===== src/rtl/dm_access_ctrl.sv =====
// ============================================================================
// Module  : dm_access_ctrl
// Purpose : DM-stage data-memory access sequencer (req/ack) with pipeline stall.
//           Optional REQ timeout guarded by macro DM_TIMEOUT_EN.
// Revision: 1.0 - initial release
// ============================================================================
`default_nettype none

module dm_access_ctrl #(
  parameter int TIMEOUT_CYCLES = 16
) (
  input  logic        clk,
  input  logic        rst_n,
  input  logic        DMMemRead,
  input  logic        DMMemWrite,
  input  logic [31:0] ALUresDM,
  input  logic [31:0] DMRead2,
  input  logic        mem_ack,
  input  logic [31:0] mem_rdata,
  output logic        mem_req,
  output logic        mem_we,
  output logic [31:0] mem_addr,
  output logic [31:0] mem_wdata,
  output logic        stall,
  output logic [31:0] DMReadData,
  output logic        mem_err
);

  localparam logic [1:0] ST_IDLE = 2'd0;
  localparam logic [1:0] ST_REQ  = 2'd1;
  localparam logic [1:0] ST_DONE = 2'd2;
  localparam logic [1:0] ST_ERR  = 2'd3;

  logic [1:0] state;
  logic       access;
  logic       aligned;

  assign access  = DMMemRead | DMMemWrite;
  assign aligned = (ALUresDM[1:0] == 2'b00);

  // DONE deliberately releases the stall so the pipeline advances past the
  // instruction that was just serviced.
  assign stall = ((state == ST_IDLE) && access) || (state == ST_REQ) || (state == ST_ERR);

`ifdef DM_TIMEOUT_EN
  localparam int CNT_W = $clog2(TIMEOUT_CYCLES + 1);
  localparam logic [CNT_W-1:0] CNT_LAST = CNT_W'(TIMEOUT_CYCLES - 1);

  logic [CNT_W-1:0] tmo_cnt;
`else
  logic unused_cfg;
  assign unused_cfg = ^TIMEOUT_CYCLES;
`endif

  always_ff @(posedge clk) begin
    if (!rst_n) begin
      state      <= ST_IDLE;
      mem_req    <= 1'b0;
      mem_we     <= 1'b0;
      mem_addr   <= 32'd0;
      mem_wdata  <= 32'd0;
      DMReadData <= 32'd0;
      mem_err    <= 1'b0;
`ifdef DM_TIMEOUT_EN
      tmo_cnt    <= '0;
`endif
    end else begin
      case (state)
        ST_IDLE: begin
          if (access) begin
            if (aligned) begin
              state     <= ST_REQ;
              mem_req   <= 1'b1;
              mem_we    <= DMMemWrite;
              mem_addr  <= ALUresDM;
              mem_wdata <= DMRead2;
            end else begin
              mem_err <= 1'b1;
              state   <= ST_DONE;
            end
          end
        end
        ST_REQ: begin
          if (mem_ack) begin
            mem_req <= 1'b0;
            if (!mem_we) begin
              DMReadData <= mem_rdata;
            end
            state <= ST_DONE;
`ifdef DM_TIMEOUT_EN
            tmo_cnt <= '0;
          end else if (tmo_cnt == CNT_LAST) begin
            tmo_cnt <= '0;
            state   <= ST_ERR;
          end else begin
            tmo_cnt <= tmo_cnt + 1'b1;
`endif
          end
        end
        ST_DONE: begin
          state <= ST_IDLE;
        end
        ST_ERR: begin
`ifdef DM_TIMEOUT_EN
          mem_req <= 1'b0;
          mem_err <= 1'b1;
          if (!mem_we) begin
            DMReadData <= 32'hDEADBEEF;
          end
`endif
          state <= ST_DONE;
        end
        default: begin
          state <= ST_IDLE;
        end
      endcase
    end
  end

endmodule

`default_nettype wire


===== config.mk =====
export PLATFORM = sky130hd
export DESIGN_NAME = dm_access_ctrl
export DESIGN_NICKNAME = d
export VERILOG_FILES = /design/src/rtl/dm_access_ctrl.sv
export SDC_FILE = /design/constraint.sdc
export NUM_CORES = 1
export LEC_CHECK = 0
export CAP_MARGIN = 10
export CORE_ASPECT_RATIO = 1.75
export CORE_MARGIN = 5
export CORE_UTILIZATION = 62
export CTS_CLUSTER_DIAMETER = 150
export CTS_CLUSTER_SIZE = 16
export DETAILED_ROUTE_END_ITERATION = 7
export DONT_BUFFER_PORTS = 1
export PLACE_DENSITY_LB_ADDON = 0.25
export RECOVER_POWER = 25
export SETUP_SLACK_MARGIN = 0.5
export SLEW_MARGIN = 20
export SYNTH_ARGS = -nofsm -noshare
export SYNTH_HDL_FRONTEND = slang
export SYNTH_SLANG_ARGS = --single-unit
export TNS_END_PERCENT = 30

===== constraint.sdc =====
create_clock -name clk -period 1.85 [get_ports clk]
set_input_delay 0.37 -clock clk [delete_from_list [all_inputs] [get_ports clk]]
set_output_delay 0.37 -clock clk [all_outputs]
set_load 0.01 [all_outputs]

==> flow_summary.ini, run 1 <==
[outcome]
status = completed

[synthesis]
synth_edf_count = 0
ys_warn_count = 0
ys_seq_area_share_pct = 52.3
synthCells = 437
syn_area_per_cell_um2 = 8.85
synth_top_area_share_pct = 52.3
syn-num-nets = 538
synthDistinctLibCells = 20
synth.most_common_cell = nand2_1
yosysTopAreaCell = dfxtp_1
async_flop_share_pct = 0
synth-seq-cells = 101
synth-main-ff-cell = dfxtp_1
syn_area_um2 = 3870
synth_common_cells = 158 x nand2_1, 101 x dfxtp_1, 63 x mux2i_1
synthTopCellsByArea = dfxtp_1 52%, mux2i_1 16%, nand2_1 15%

[cts]
cts-root-buf = clkbuf_8
cts_tree = built
htreeDepth = 3
cts_max_path_buffers = 2
numCtsBuffers = 9
clock_sinks = 101
clk_pin_slew_worst_paths_ps = 90
clock_latency_ps = 360

[timing]
slew_headroom_pct = 75.6
whs_ps = 135
min_period_over_period_pct = 73.5
setup_viol = 0
fin_setup_tns_ps = 0
slew_viol_final = 0
skew_ps = 7.55
hold_viol_final = 0
finalWorstSetupSlack_ps = 491
max_freq_ghz = 0.736
rsz0062_at_grt = yes
min_period_ps = 1360
tightest_slew_ps = 365

[worst_setup_path]
critPathKind = reg -> out
path_buf_inv = 0
end_kind = primary output
slowest_delay_ps = 490
worst_setup_path_start_kind = register
worstPathCellList = o21bai_2
cp_top_family = flip-flops
crit_path_max_fanout = 7
slowest_stage = dfxtp_1
crit_required_ps = 1480
startpoint = state[1]$_SDFFE_PN0P_
cp.arrival_ps = 990
regToRegStartpoint = state[1]$_SDFFE_PN0P_

[pwr]
ir_drop_mv = 0.589
p_per_area_nw_per_um2 = 955
p_leak_nw = 1.54

[routing]
via_per_inst = 5.47
drc = 0
dr.pass1.iters = 4
wirelength_um = 8740
num_vias = 2748
ant_nets = 0
wl_per_cell_um = 17.4
drt_iter0_markers = 185

[floorplan]
die_area_um2 = 7980
placement_rows = 38
ios = 201
start_util_pct = 63.1
die_x_um = 69.7
die_y_um = 114
fp.coreArea_um2 = 6130

[global_routing]
grt_usage_pct = 21.3
grt_overflow = 0
grt_pass1_wl_um = 13400
grt_pass1_vias = 2633
grt_max_degree = 197
antenna_found_initial = 0

[finish]
insertedDiodeCount = 0
final_layout_size_suffix_gt1_share_pct = 5.45
syn_to_final_growth_pct = 6.50
utilization_pct = 67.2
final_area_um2 = 4120
nets = 520

[placed_design]
placed_cell_area_um2 = 3860
place_ws_ps = 302
gp_congestion = 0.808
hpwl_um = 6120
io_buffers = 0

[job]
drv_cap = 0

[hold_path]
min_from = ALUresDM[2]
hold_class = in -> reg
-- worst paths after layout --
kind              slack, ps                        to  cells past startpoint
hold / removal          130  mem_addr[2]$_SDFFE_PN0P_                      2
setup / recovery        490                     stall                      1
hold reg to reg         510  mem_addr[8]$_SDFFE_PN0P_                      2
setup reg to reg        530  mem_addr[1]$_SDFFE_PN0P_                      4
-- per-layer routing --
layer / wire [µm] / vias up / track usage (%)
li1: - / 1392 / -
met5: 0 / - / 0
met2: 4590 / 114 / 35.3
met4: 139 / 0 / 10.2
met1: 3110 / 1232 / 22.8
met3: 898 / 10 / 10.1
-- cell type report --
cell class	count	area [µm²]
multi-input cells	300	1680
clock buffers	12	145
clock inverters	2	35.0
flip-flops and latches	101	2030
fillers	514	2010
repair buffers	7	131
well taps	80	100
-- layout by cell type (no fill, tap or decap), types with 2 or more instances in the layout --
cell and count:
clkbuf_1 2, nor2_1 2, nand2_1 158, nand3_1 32
o21ai_0 32, o21a_1 4, clkbuf_8 10, buf_12 3
dfxtp_1 100, and3b_1 2, mux2i_1 63
-- metrics by stage --
step	instances	total power [mW]
after floorplan	437	2.63
after global placement	484	2.62
after detailed placement	484	2.63
after CTS	501	3.96
after global routing	502	4.11
final	502	3.94
-- sequential cells by signal, indices dropped and copies added, names as in the netlist --
register    count
DMReadData     32
mem_addr       32
mem_err         1
mem_req         1
mem_wdata      32
mem_we          1
state           2
-- power by group --
group          internal (mW)  switching (mW)
Sequential              2.25           0.103
Combinational          0.127           0.115
Clock                  0.647           0.688
-- timing repair --
item / in CTS / in global routing
pin swaps: 1 / 0
gates cloned: 1 / 1
setup buffers: 2 / 0
hold endpoints to repair: 0 / 0
gates resized for setup: 5 / 1
endpoints found under the setup margin: 68 / 46
hold buffers: 0 / 0
-- cells by family (layout without fill, tap and decap cells) --
group	count (synthesis)	in the layout	synth area share (%)
multiplexers	63	63	16.3
buffers and inverters	36	21	4.46
flip-flops	101	101	52.3
AND/OR/NAND/NOR	199	199	21.6
AO/OA/AOI/OAI	38	38	5.37
Note: power is estimated with default switching activity, not from simulation.
==> run 2, diff against run 1 <==
--- a/config.mk
+++ b/config.mk
@@ -8,7 +8,7 @@
 export CAP_MARGIN = 10
 export CORE_ASPECT_RATIO = 1.75
 export CORE_MARGIN = 5
-export CORE_UTILIZATION = 62
+export CORE_UTILIZATION = 56
 export CTS_CLUSTER_DIAMETER = 150
 export CTS_CLUSTER_SIZE = 16
 export DETAILED_ROUTE_END_ITERATION = 7
==> constraint.sdc (replaced) <==
create_clock -name clk -period 1.25 [get_ports clk]
set_input_delay 0.25 -clock clk [delete_from_list [all_inputs] [get_ports clk]]
set_output_delay 0.25 -clock clk [all_outputs]
set_load 0.01 [all_outputs]
==> flow_summary.ini, run 2 (synthesis results as in run 1) <==
[placed_design]
gp_congestion = 0.745
hpwl_um = 6390
place_ws_ps = -57.4
io_buffers = 0
placedCellCount = 502
placed_cell_area_um2 = 4000

[pwr]
clockPowerShare_pct = 42.6
p_total_mw = 6.83
power_frac_seq_pct = 51.1
share_comb_of_total_power_pct = 6.3
p_per_area_nw_per_um2 = 1520
p_leak_nw = 1.69
p_switching_mw = 1.51
ir_drop_mv = 1.02
p_int_mw = 5.32
sw_frac_of_total_pct = 22.1

[outcome]
status = finished with violations
violations = negative setup slack

[finish]
final_area_um2 = 4480
final_layout_size_suffix_gt1_share_pct = 15.6
nets = 533
insertedDiodeCount = 0
multi_input_area_um2 = 1720
utilization_pct = 65.9
final_common_cell = nand2_1
final-seq-area_um2 = 2060
reg_top3 = DMReadData x32, mem_addr x32, mem_wdata x32
final_cells = 521
final_cell_mix = 158 x nand2_1, 77 x dfxtp_1, 62 x mux2i_1, 28 x nand3_1, 20 x dfxtp_2
syn_to_final_growth_pct = 15.9
fillers = 558

[hold_path]
min_to = DMReadData[10]$_SDFFE_PN0P_
min_from = mem_rdata[10]
holdPathStages = 2
hold_class = in -> reg

[worst_setup_path]
end_kind = register
crit_required_ps = 1510
worst_setup_path_start_kind = register
ff2ff_setup_slack_ps = -80
rr_worst_depth = 4
cp.arrival_ps = 1580
critPathKind = reg -> reg
worstReg2RegEnd = mem_wdata[5]$_SDFFE_PN0P_
regToRegStartpoint = state[1]$_SDFFE_PN0P_
crit_path_max_fanout = 6

[routing]
ant_nets = 0
drt_iter0_markers = 179
wl_per_cell_um = 17.6
via_per_inst = 5.46
wirelength_um = 9170
num_vias = 2844
dr.pass1.iters = 5
drc = 0

[timing]
setup_viol = 89
slew_headroom_pct = 71.2
min_period_ps = 1330
skew_ps = 5.80
hold_viol_final = 0
slew_viol_final = 0
tightest_slew_ps = 430
fin_setup_tns_ps = -2760
finalWorstSetupSlack_ps = -76.2
rsz0062_at_grt = yes
max_freq_ghz = 0.754
whs_ps = 32.5
min_period_over_period_pct = 106

[global_routing]
antenna_found_initial = 0
grt_overflow = 0
grt_usage_pct = 20.7
grt_pass1_wl_um = 14200
grt_pass1_vias = 2861
grt_max_degree = 197

[job]
drv_cap = 0

[floorplan]
die_y_um = 120
fp.coreArea_um2 = 6810
placement_rows = 40
die_x_um = 72.8
start_util_pct = 56.8
ios = 201
die_area_um2 = 8730

[cts]
cts_hold_repair.buffers = 0
cts_max_path_buffers = 2
cts-root-buf = clkbuf_16
cts_tree = built
clock_latency_ps = 340
htreeDepth = 3
clk_pin_slew_worst_paths_ps = 70
numCtsBuffers = 9
clock_sinks = 101
[run 2: cell count changes in the layout (fill, tap and decap cells not counted), moves of 9 or more]
cell	delta
clkbuf_8	-10
dfxtp_1	-23
o21ai_1	+19
dfxtp_2	+20
o21ai_0	-19
clkbuf_16	+9
[run 2: cell type report]
cell class | count | share of cell area [%]
Timing Repair Buffer | 20 | 6.17
Multi-Input combinational cell | 300 | 38.5
Sequential cell | 101 | 46.0
Tap cell | 84 | 2.34
Clock inverter | 7 | 2.01
Clock buffer | 9 | 5.02
[run 2: how the worst max path moves through the flow]
stage	start	endpoint	slack [ps]	cells after the start
final	state[1]$_SDFFE_PN0P_	mem_wdata[5]$_SDFFE_PN0P_	-80	4
after CTS	state[1]$_SDFFE_PN0P_	mem_wdata[23]$_SDFFE_PN0P_	-50	4
after global routing	state[1]$_SDFFE_PN0P_	mem_wdata[22]$_SDFFE_PN0P_	-130	4
after global placement	ALUresDM[0]	mem_addr[10]$_SDFFE_PN0P_	5	5
after detailed placement	ALUresDM[0]	mem_addr[26]$_SDFFE_PN0P_	-60	5
after floorplan	state[0]$_SDFFE_PN0P_	mem_wdata[10]$_SDFFE_PN0P_	20	4
[run 2: routing by layer]
layer	track usage, %	part of all wire [%]	up-vias
met3	8.80	9.9	14
met2	35.2	52	123
met4	7.74	1.6	0
met1	22.4	36	1281
met5	0	0	-
li1	-	-	1426
[run 2: what timing repair did]
action                                  in CTS  in global routing
endpoints found under the setup margin     201                201
cloned                                       1                  1
gates resized for setup                     24                 37
pin swaps                                    0                  2
buffers inserted                             0                  1
[run 2: worst max-delay path, cell delays in order (launching register included)]
cell and delay (ps):
dfxtp_4 360, nor4b_4 340, buf_6 200, buf_6 140, mux2i_2 210
[run 2: power groups by stage]
stage	Clock [mW]	Combinational, mW	Sequential, mW
2_1_floorplan	0	0.372	3.53
3_3_place_gp	0	0.365	3.56
3_5_place_dp	0	0.384	3.57
4_1_cts	2.97	0.401	3.50
5_1_grt	3.14	0.479	3.50
6_report	2.91	0.429	3.49
==> run 3, diff against run 2 <==
--- a/config.mk
+++ b/config.mk
@@ -20,4 +20,4 @@
 export SYNTH_ARGS = -nofsm -noshare
 export SYNTH_HDL_FRONTEND = slang
 export SYNTH_SLANG_ARGS = --single-unit
-export TNS_END_PERCENT = 30
+export TNS_END_PERCENT = 100
==> flow_summary.ini, run 3 (synthesis results as in run 1) <==
[placed_design]
io_buffers = 0
placed_cell_area_um2 = 3990
hpwl_um = 6150
gp_congestion = 0.759
place_ws_ps = -89.2
placedCellCount = 497

[pwr]
ir_drop_mv = 1.00
p_int_mw = 5.05
p_total_mw = 6.50
power_frac_seq_pct = 53.5
p_switching_mw = 1.45
clockPowerShare_pct = 39.4
share_comb_of_total_power_pct = 7.1
p_leak_nw = 1.76
p_per_area_nw_per_um2 = 1390
sw_frac_of_total_pct = 22.4

[finish]
nets = 533
insertedDiodeCount = 0
fillers = 536
final_cell_mix = 158 x nand2_1, 71 x dfxtp_2, 62 x mux2i_1, 28 x dfxtp_4, 28 x nand3_1
utilization_pct = 68.9
final_area_um2 = 4690
final_layout_size_suffix_gt1_share_pct = 32.0
final-seq-area_um2 = 2220
syn_to_final_growth_pct = 21.3
final_common_cell = nand2_1
multi_input_area_um2 = 1730
reg_top3 = DMReadData x32, mem_addr x32, mem_wdata x32
final_cells = 521

[timing]
slew_viol_final = 0
skew_ps = 9.26
finalWorstSetupSlack_ps = -148
setup_viol = 98
rsz0062_at_grt = yes
min_period_ps = 1400
tightest_slew_ps = 367
min_period_over_period_pct = 112
slew_headroom_pct = 75.3
max_freq_ghz = 0.716
fin_setup_tns_ps = -6980
hold_viol_final = 0
whs_ps = 26.9

[worst_setup_path]
path_buf_inv = 2
cp_top_family = buffers and inverters
crit_path_max_fanout = 32
end_kind = register
ff2ff_setup_slack_ps = -150
crit_required_ps = 1490
rr_worst_depth = 4
startpoint = state[1]$_SDFFE_PN0P_
worst_setup_path_start_kind = register
worstReg2RegEnd = DMReadData[0]$_SDFFE_PN0P_
crit_end = DMReadData[0]$_SDFFE_PN0P_
critPathKind = reg -> reg
worstPathCellList = buf_4 -> nand4bb_4 -> clkbuf_16 -> o21ai_0
slowest_delay_ps = 370
regToRegStartpoint = state[1]$_SDFFE_PN0P_
cp.arrival_ps = 1640
slowest_stage = dfxtp_4
crit_cells = 4

[global_routing]
grt_overflow = 0
grt_pass1_wl_um = 13500
antenna_found_initial = 0
grt_pass1_vias = 2763
grt_usage_pct = 19.6
grt_max_degree = 197

[routing]
via_per_inst = 5.51
wl_per_cell_um = 18.0
drt_iter0_markers = 162
dr.pass1.iters = 5
num_vias = 2870
wirelength_um = 9380
drc = 0
ant_nets = 0

[cts]
htreeDepth = 3
cts_max_path_buffers = 2
clock_sinks = 101
numCtsBuffers = 9
cts_tree = built
clock_latency_ps = 340
cts-root-buf = clkbuf_16
cts_hold_repair.buffers = 0
clk_pin_slew_worst_paths_ps = 60

[floorplan]
die_y_um = 120
ios = 201
die_x_um = 72.8
fp.coreArea_um2 = 6810
start_util_pct = 56.8
die_area_um2 = 8730
placement_rows = 40

[hold_path]
holdPathStages = 2
hold_class = in -> reg

[outcome]
status = finished with violations
violations = negative setup slack

[job]
drv_cap = 0
==> run 3: cell types whose count changed in the layout (fill, tap and decap cells not counted), sizes merged <==
cell and delta:
bufinv -2, buf -6, clkinv -2, clkinvlp -2, clkbuf +12
==> run 3: worst min-delay path by stage <==
stage | from | to
6_report | mem_rdata[27] | DMReadData[27]$_SDFFE_PN0P_
5_1_grt | DMRead2[21] | mem_wdata[21]$_SDFFE_PN0P_
3_5_place_dp | DMMemWrite | mem_we$_SDFFE_PN0P_
3_3_place_gp | rst_n | mem_err$_SDFFE_PN0P_
4_1_cts | DMRead2[22] | mem_wdata[22]$_SDFFE_PN0P_
2_1_floorplan | DMMemWrite | mem_we$_SDFFE_PN0P_
==> run 3: final cells by class <==
type | instances | area share (%)
clock buffer | 15 | 5.71
clock inverter | 1 | 0.107
multi-input combinational | 300 | 36.8
sequential | 101 | 47.2
tap | 84 | 2.24
timing repair buffer | 20 | 7.92
==> run 3: routing by layer <==
layer | up-vias | routed length, µm | track usage [%]
li1 | 1428 | - | -
met1 | 1297 | 3250 | 20.9
met2 | 131 | 4940 | 31.8
met3 | 14 | 1020 | 9.30
met4 | 0 | 174 | 9.24
met5 | - | 0 | 0
==> run 3: power groups by stage <==
stage	Sequential [mW]	Combinational [mW]	Clock (mW)
finish	3.48	0.461	2.56
CTS	3.51	0.383	2.62
global placement	3.57	0.364	0
floorplan	3.53	0.392	0
global route	3.49	0.508	2.76
detailed placement	3.57	0.383	0
==> run 3: repair_timing <==
action                                  CTS  global route
buffers inserted                          0             1
gates resized for setup                 106            52
pin swaps                                 0             3
cloned                                    0             7
endpoints found under the setup margin  201           201
